### config.mk
export PLATFORM = sky130hd
export DESIGN_NAME = pipeline_hazard_ctrl
export DESIGN_NICKNAME = d
export VERILOG_FILES = /design/src/rtl/pipeline_hazard_ctrl.sv
export SDC_FILE = /design/constraint.sdc
export NUM_CORES = 1
export LEC_CHECK = 0
export CORE_MARGIN = 3
export CORE_UTILIZATION = 35
export CTS_CLUSTER_SIZE = 14
export DETAILED_ROUTE_END_ITERATION = 6
export HOLD_SLACK_MARGIN = 0.1
export PLACE_DENSITY = 0.72
export SYNTH_ARGS = -nofsm -noshare
export SYNTH_HDL_FRONTEND = slang
export SYNTH_SLANG_ARGS = --single-unit
export TNS_END_PERCENT = 100
### constraint.sdc
create_clock -name clk -period 1.51 [get_ports clk]
set_input_delay 0.302 -clock clk [delete_from_list [all_inputs] [get_ports clk]]
set_output_delay 0.302 -clock clk [all_outputs]
set_load 0.01 [all_outputs]
### src/rtl/pipeline_hazard_ctrl.sv
// Hazard unit for a five-stage pipeline: load-use bubble, branch flush, multi-cycle wait with timeout.
// Optional macro HAZARD_STATS_EN adds a saturating 16-bit count of fetch-stall cycles.
module pipeline_hazard_ctrl #(
    parameter int REG_W      = 4,
    parameter int MC_TIMEOUT = 32
) (
    input  logic             clk,
    input  logic             rst,
    input  logic [REG_W-1:0] rs1_de,
    input  logic [REG_W-1:0] rs2_de,
    input  logic [REG_W-1:0] wa_ex,
    input  logic             regwrite_ex,
    input  logic             memtoreg_ex,
    input  logic             branch_taken_ex,
    input  logic             mc_start,
    input  logic             mc_done,
    output logic             stall_fe,
    output logic             stall_de,
    output logic             stall_ex,
    output logic             flush_de,
    output logic             flush_ex,
    output logic             mc_busy,
    output logic             mc_timeout
`ifdef HAZARD_STATS_EN
    ,
    output logic [15:0]      stall_cycles
`endif
);

    localparam int CW = $clog2(MC_TIMEOUT + 1);
    localparam logic [CW-1:0] LAST_CNT = CW'(MC_TIMEOUT - 1);

    typedef enum logic [1:0] {RUN, MC_WAIT, ERR} state_e;

    state_e        state_q, state_d;
    logic [CW-1:0] cnt_q, cnt_d;
    logic          timeout_q, timeout_d;
    logic          lu;

    assign lu = memtoreg_ex & regwrite_ex & ((wa_ex == rs1_de) | (wa_ex == rs2_de));

    // NOTE: every signal gets a default first so no path through the case infers a latch.
    always_comb begin
        state_d    = state_q;
        cnt_d      = cnt_q;
        timeout_d  = timeout_q;
        stall_fe   = 1'b0;
        stall_de   = 1'b0;
        stall_ex   = 1'b0;
        flush_de   = 1'b0;
        flush_ex   = 1'b0;
        mc_busy    = 1'b0;
        mc_timeout = 1'b0;
        if (!rst) begin
            mc_timeout = timeout_q;
            unique case (state_q)
                RUN: begin
                    if (branch_taken_ex) begin
                        // Redirect squashes both younger stages, including any mc_start.
                        flush_de = 1'b1;
                        flush_ex = 1'b1;
                    end else begin
                        if (lu) begin
                            stall_fe = 1'b1;
                            stall_de = 1'b1;
                            flush_ex = 1'b1;
                        end
                        if (mc_start) begin
                            state_d = MC_WAIT;
                            cnt_d   = '0;
                        end
                    end
                end
                MC_WAIT: begin
                    stall_fe = 1'b1;
                    stall_de = 1'b1;
                    stall_ex = 1'b1;
                    mc_busy  = 1'b1;
                    if (mc_done) begin
                        state_d = RUN;
                    end else begin
                        cnt_d = cnt_q + 1'b1;
                        // Last allowed wait cycle elapsed without a result.
                        if (cnt_q == LAST_CNT) begin
                            state_d   = ERR;
                            timeout_d = 1'b1;
                        end
                    end
                end
                ERR: begin
                    flush_de = 1'b1;
                    flush_ex = 1'b1;
                    state_d  = RUN;
                end
                default: state_d = RUN;
            endcase
        end
    end

    // NOTE: sequential state uses non-blocking assignments so all registers update together.
    always_ff @(posedge clk) begin
        if (rst) begin
            state_q   <= RUN;
            cnt_q     <= '0;
            timeout_q <= 1'b0;
        end else begin
            state_q   <= state_d;
            cnt_q     <= cnt_d;
            timeout_q <= timeout_d;
        end
    end

`ifdef HAZARD_STATS_EN
    logic [15:0] stall_cycles_q, stall_cycles_d;

    always_comb begin
        stall_cycles_d = stall_cycles_q;
        if (stall_fe && stall_cycles_q != 16'hFFFF) begin
            stall_cycles_d = stall_cycles_q + 16'd1;
        end
    end

    always_ff @(posedge clk) begin
        if (rst) begin
            stall_cycles_q <= '0;
        end else begin
            stall_cycles_q <= stall_cycles_d;
        end
    end

    assign stall_cycles = stall_cycles_q;
`endif

endmodule

# After elaboration in Yosys (flattened, before gate mapping)
# Index checks and enable logic that the tools add are counted.
word_totals:
  register_bits: 9
op_classes:
  n_eq_ne: 9
  bitwise_logic: 4
  mux: 22
  n_reduce_logical: 5
  n_addsub: 1
op_table:
  columns: ["cell", "n"]
  rows:
  - ["$mux W6", 3]
  - ["$pmux W6 S2", 1]
  - ["$mux W1", 10]
  - ["$eq A4 B4 Y1", 2]
  - ["$mux W2", 4]
  - ["$add A6 B1 Y6 const B", 1]
  - ["$eq A6 B5 Y1 const B", 1]
  - ["$ne A2 B2 Y1 const B", 3]
  - ["$pmux W1 S2", 3]
  - ["$reduce_and A3 Y1", 2]
  - ["$pmux W2 S2", 1]
  - ["$reduce_and A4 Y1", 1]
  - ["$ne A3 B3 Y1 const B", 1]
  - ["$and A1 B1 Y1", 2]
  - ["$eq A2 B1 Y1 const B", 1]
  - ["$eq A2 B2 Y1 const B", 1]
  - ["$logic_not A2 Y1", 1]
  - ["$reduce_bool A2 Y1", 1]
  - ["$not A1 Y1", 1]
  - ["$or A1 B1 Y1", 1]

# Logic depth before layout (Yosys ltp)
# Gate-level depths: netlist of the first run.
depth:
  ltp_word: 7
  mapped_depth: 5
  depth_no_buf: 5

# Worst setup path before layout of the first run
# OpenSTA, ideal clock, no wires.
synth_timing:
  path_kind: "register -> output"
  startpoint: "register state_q[1]"
  endpoint: "output port stall_fe"
  setup_slack_ps: -300
  required_ps: 1208
  stages_incl_launch_ff: 5
  arrival_ps: 1508
  cell_sequence: "dfxtp_1 -> clkbuf_1 -> or4_1 -> o21ai_0 -> buf_4"
synth_via:
  elab_chain_cells: 3
  elab_cells_between_ends: 4
synth_rtl:
  columns: ["item", "line", "rtl"]
  rows:
  - ["start, declared", "35", "state_e state_q, state_d;"]
  - ["start signal, assigned", "107", "state_q <= state_d;"]
  - ["$eq A2 B1 Y1 or $logic_not A2 Y1 (tied branches)", null, null]
  - ["$pmux W1 S2 *", null, null]
  - ["$mux W1 *", null, null]
  - ["end, declared", "17", "output logic stall_fe,"]
# Mark *: on every way between the ends. The rest lies on a longest branch, timed or not.

# Worst setup path in the final report of the first run
layout_timing:
  startpoint: "input port branch_taken_ex"
  endpoint: "output port stall_de"
layout_via:
  elab_chain_cells: 3
layout_rtl:
  columns: ["item", "line", "rtl"]
  rows:
  - ["start, declared", "14", "input logic branch_taken_ex,"]
  - ["$mux W1", "58", "if (branch_taken_ex) begin"]
  - ["$pmux W1 S2", "56", "unique case (state_q)"]
  - ["$mux W1", "54", "if (!rst) begin"]
  - ["end, declared", "18", "output logic stall_de,"]
# Every way passes these cells.

==> results of run 1 <==
power by group:
part	leakage, nW	internal [mW]	total (mW)	switching [mW]
Sequential	0.0732	0.240	0.244	0.00367
Clock	0.0150	0.102	0.192	0.0897
Combinational	0.316	0.0867	0.149	0.0625
sequential cells by signal, summed over array words and instances (netlist names):
register / cells
cnt_q: 6
timeout_q: 1
state_q: 2
routing by layer:
layer | vias to the layer above | GRT usage [%] | routed length (µm)
met5 | - | 0 | 0
met4 | 0 | 10.2 | 30
met3 | 3 | 4.69 | 94
met2 | 17 | 20.6 | 639
met1 | 267 | 22.0 | 634
li1 | 296 | - | -
Yosys cell counts (all sizes together) (2+ instances only):
cell / n
a211oi: 3
a21oi: 2
buf: 3
dfxtp: 9
inv: 2
nand2: 2
nand2b: 2
nand3: 4
nor2: 8
o21ai: 2
or3b: 2
xnor2: 9
xor2: 4
worst min-delay path, stage by stage (launching register included):
cell and delay, ns:
dfxtp_1 0.35, xnor2_1 0.07, nor2_1 0.07
how the worst max path moves through the flow:
stage	from	end	depth (start not counted)
6_report	branch_taken_ex	stall_de	4
5_1_grt	wa_ex[1]	stall_fe	7
4_1_cts	rs2_de[2]	stall_fe	7
3_5_place_dp	wa_ex[1]	flush_ex	6
3_3_place_gp	wa_ex[1]	flush_ex	6
2_1_floorplan	state_q[1]$_SDFFE_PP0P_	stall_fe	4
layout make-up:
type | instances | share of cell area (%)
multi-input combinational | 51 | 44.9
timing repair buffer | 36 | 30.7
sequential | 9 | 18.8
clock buffer | 4 | 2.72
tap | 16 | 2.08
inverter | 2 | 0.778
what timing repair did:
action                                  CTS  global route
setup buffers                             1             0
gates resized for setup                  76            10
pin swaps                                13             3
endpoints found under the setup margin    7             8
cell families (layout without fill, tap and decap cells):
family,count (synthesis),after routing,synth area share [%]
and+or+nand+nor,25,25,23.3
xor gates and xnor gates,13,13,19.8
AOI/OAI and AO/OA,12,12,17.0
DFF,9,9,31.3
buffers and inverters,6,42,6.52
adders and majority gates,1,1,2.17
metrics by stage:
stage                     total power [mW]  util (%)
after floorplan                      0.304         -
after global placement               0.392      59.9
after detailed placement             0.394      59.9
after CTS                            0.589      62.6
after global routing                 0.621      63.3
final                                0.585      63.3
==> qor.txt, run 1 <==
antenna viol nets, final -> 0
Routed WL -> 1.40 mm
Setup violations, final -> 3
Buffers on Ports -> 25
top cell type's share of synthesized area -> 31.3%
CP max-delay cell -> or4_4
Top Family by Delay on Critical Path -> simple AND/OR/NAND/NOR gates
clk slew on worst S/H paths -> 0.06 ns
CP cell instances -> dlygate4sd2_1 -> or4_4 -> o21ai_4 -> buf_6
vias in the first global route -> 538
Worst Hold Slack -> 0.521 ns
asr flop ratio synth -> 0%
RePlAce Congestion -> 0.805
Post-CTS Hold Fix Bufs -> 0
First-pass DRT Iterations -> 4
fin cells -> 118
setup TNS -> -0.535 ns
antenna violations before repair -> 0
max_cap viols -> 0
Largest stage delay, worst path -> 0.53 ns
Die W -> 46.6 µm
Area growth syn-to-layout -> 67.6%
Distinct cells, synth -> 28
Clock Latency Late Sink -> 0.27 ns
drt drc -> 0
Avg Cell Area, Syn -> 8.72 µm²
DP Wirelength -> 1.11 mm
dpl cells -> 113
Hold Vio Cnt, Final -> 0
Area contributors post-synth -> dfxtp_1 (31%), xnor2_1 (14%), a211oi_2 (6.5%), xor2_1 (6.1%), nor2_1 (5.2%)
area of the multi-input gates -> 433 µm²
status -> complete, but fails checks
Crit. End Element -> output pin
Worst Clk Skew -> 0.000624 ns
CTS root buf -> clkbuf_4
Warnings, synthesis -> 0
GRT overflow -> 0
first-pass GRT wire length -> 2.36 mm
number of synthesized flops with an enable pin -> 0
critical path peak fanout -> 3
Max rail drop VDD -> 356 µV
register area -> 181 µm²
Mapped Area -> 576 µm²
max-slew headroom at the worst pin -> 80.7%
most frequent cells in the layout -> buf_4 (9), dfxtp_1 (8), buf_2 (8)
Vias/cell -> 4.94
clock buffer count from CTS -> 3
largest net degree at the start of global routing -> 10
Core Area -> 0.00152 mm²
Clock Sinks -> 9
Longest Clk Path Bufs -> 2
Synth Net Count -> 86
die area -> 0.00217 mm²
r2r startpoint -> state_q[0]$_SDFFE_PP0P_
instance area at placement -> 913 µm²
Worst Path Arrival -> 1.41 ns
CP Buf/Inv Count -> 2
H-tree depth -> 1
critical path type -> primary input to output pin
f_max -> 584 MHz
Slew @ Worst Pin -> 0.290 ns
routed wire length per instance -> 11.9 µm
ys flop type -> dfxtp_1
post-synthesis sequential area ratio -> 31.3%
Detailed Route Iter0 Violations -> 6
CP Launch Type -> primary input
commonest non-fill, non-tap cell in the layout -> buf_4
fill count -> 128
Die H -> 46.6 µm
Critical Path RT -> 1.21 ns
largest area contributor in the netlist -> dfxtp_1
end of the worst hold path -> cnt_q[5]$_SDFFE_PP0P_
RSZ-0062 raised after global routing -> yes
Mapped Cells -> 66
Initial Util -> 37.8%
Total Routing Usage GR -> 15.8%
Final min period -> 1.71 ns
share of layout cells above drive strength 1 -> 45.1%
Worst Hold Class -> flip-flop to flip-flop
PD cells -> 606 mW/mm²
Final period util -> 113%
Place WS -> -0.980 ns
Cell Rows -> 14
cells on worst reg2reg path -> 4
via count -> 583
fin area -> 965 µm²
R2R Path End -> cnt_q[3]$_SDFFE_PP0P_
antenna diode instance count -> 0
R2R Setup Slk -> 0.14 ns
LEAKAGE -> 0.405 nW
Hold Path Stages -> 2
violated checks -> setup timing
synthesized flop and latch total -> 9
IO Pins -> 26
Slew Limit Fails -> 0
nets@finish -> 123
CTS tree -> yes
final worst slack -> -0.202 ns
HP Start -> cnt_q[5]$_SDFFE_PP0P_
Power figures use the tool's default switching activity.
==> inputs of run 2 (changes only) <==
CAP_MARGIN = 20   (was default)
CORE_UTILIZATION = 36   (was 35)
PLACE_DENSITY = 0.74   (was 0.72)
SLEW_MARGIN = 10   (was default)
==> run 2 against run 1 <==
The run still ends with setup timing left. Sequential power barely moved. Sequential share of layout area fell by 0.11 points. Setup slack got worse by 0.0065 ns. Worst hold slack improved by 0.00074 ns. Count of clock-buffer cells in the layout did not move. Total power rose by 0.30%. Non-clock buffer count fell by 2. Register-to-register slack got worse by 0.06 ns. Via count rose by 1.7%. Utilization rose by 5.6 points. Critical path depth did not move. Cell area fell by 0.13%. Largest power group unchanged.
==> qor.txt, run 2 (same netlist as run 1, synthesis figures left out) <==
Top reg by flops -> cnt_q
First-pass DRT Iterations -> 4
DP Wirelength -> 1.24 mm
CP max-delay cell -> or4_4
clk slew on worst S/H paths -> 0.06 ns
r2r startpoint -> state_q[0]$_SDFFE_PP0P_
RePlAce Congestion -> 0.746
nets@finish -> 121
die area -> 0.00211 mm²
Post-CTS Hold Fix Bufs -> 0
Final period util -> 114%
first-pass GRT wire length -> 2.60 mm
IO Pins -> 26
Largest stage delay, worst path -> 0.53 ns
Clock Sinks -> 9
antenna diode instance count -> 0
Detailed Route Iter0 Violations -> 7
clock buffer count from CTS -> 3
Critical Path RT -> 1.21 ns
Slew Limit Fails -> 0
final worst slack -> -0.209 ns
Die W -> 46.0 µm
Buffers on Ports -> 25
Largest register FFs -> 6
Setup violations, final -> 3
fin cells -> 115
GRT overflow -> 0
share of layout cells above drive strength 1 -> 44.0%
Clock Latency Late Sink -> 0.26 ns
Cell Rows -> 13
Initial Util -> 41.1%
PD cells -> 609 mW/mm²
violated checks -> setup timing
most frequent cells in the layout -> dfxtp_1 (9), buf_4 (8)
LEAKAGE -> 0.413 nW
CP cell instances -> dlygate4sd2_1 -> or4_4 -> o21ai_4 -> buf_6
fill count -> 118
Hold Vio Cnt, Final -> 0
Final min period -> 1.72 ns
HP Start -> cnt_q[5]$_SDFFE_PP0P_
commonest non-fill, non-tap cell in the layout -> dfxtp_1
Die H -> 46.0 µm
Area growth syn-to-layout -> 67.4%
Vias/cell -> 5.16
antenna violations before repair -> 0
CTS tree -> yes
H-tree depth -> 1
Largest regs -> cnt_q (6), state_q (2), timeout_q (1)
Crit. End Element -> output pin
fin area -> 963 µm²
instance area at placement -> 905 µm²
vias in the first global route -> 624
Routed WL -> 1.58 mm
critical path type -> primary input to output pin
f_max -> 582 MHz
status -> complete, but fails checks
largest net degree at the start of global routing -> 10
CP Launch Type -> primary input
max-slew headroom at the worst pin -> 80.4%
Total Routing Usage GR -> 17.0%
Critical path origin -> branch_taken_ex
Power Total -> 0.586 mW
RSZ-0062 raised after global routing -> yes
max_cap viols -> 0
Longest Clk Path Bufs -> 2
Slew @ Worst Pin -> 0.295 ns
dpl cells -> 111
critical path peak fanout -> 3
Max rail drop VDD -> 327 µV
via count -> 593
routed wire length per instance -> 13.8 µm
drt drc -> 0
Worst Clk Skew -> 0.00560 ns
Worst Path Arrival -> 1.42 ns
Core Area -> 0.00140 mm²
antenna viol nets, final -> 0
CTS root buf -> clkbuf_4
Worst Hold Class -> flip-flop to flip-flop
-- run 2: changes by cell type in the layout (fill, tap and decap cells not counted), sizes merged --
cell	delta
clkdlybuf4s50	-1
buf	-2
dlymetal6s2s	+1
-- run 2: metal layers --
metal | track usage [%] | wire (µm) | share of wire (%)
met1 | 21.1 | 680 | 43
met2 | 28.6 | 800 | 51
met4 | 6.82 | 12 | 0.76
met3 | 2.77 | 90 | 5.7
met5 | 0 | 0 | 0
-- run 2: worst max-delay path: cells and delay by family --
kind	cells	cell delay, ns
and+or+nand+nor	1	0.53
buffers and inverters	2	0.39
AOI/OAI and AO/OA	1	0.19
-- run 2: final cells by class --
cell class	count	area, µm²	area share [%]
multi-input cells	51	448	46.5
repair buffers	34	283	29.4
clock buffers	4	26.3	2.73
well taps	15	18.8	1.95
flip-flops and latches	9	180	18.7
inverters	2	7.51	0.779
-- run 2: final timing paths --
| check | end | slack (ns) | cells after the start |
|---|---|---|---|
| setup / recovery | stall_fe | -0.21 | 4 |
| hold / removal | cnt_q[5]$_SDFFE_PP0P_ | 0.52 | 2 |
| setup reg to reg | cnt_q[4]$_SDFFE_PP0P_ | 0.08 | 4 |
| hold reg to reg | cnt_q[5]$_SDFFE_PP0P_ | 0.52 | 2 |
-- run 2: power breakdown --
part           total [mW]  internal (mW)  switching [mW]
clock network       0.192          0.102          0.0898
registers           0.244          0.240         0.00390
logic               0.151         0.0858          0.0651
-- run 2: stage by stage --
stage               hold WS (ns)  util, %  TNS, ns  worst slack [ns]
finish                     0.521     68.9   -0.539            -0.209
global route               0.544     68.9   -0.691            -0.247
CTS                        0.526     67.5   -0.539            -0.201
detailed placement         0.512     64.7    -6.84             -1.02
global placement           0.499     64.7    -6.42            -0.942
floorplan                  0.371        -  -0.0515           -0.0290
-- run 2: timing repair --
action | 4_1_cts | 5_1_grt
resized for setup | 76 | 13
pin swaps | 12 | 6
gates cloned | 0 | 0
buffers inserted | 0 | 0
endpoints found under the setup margin | 11 | 7
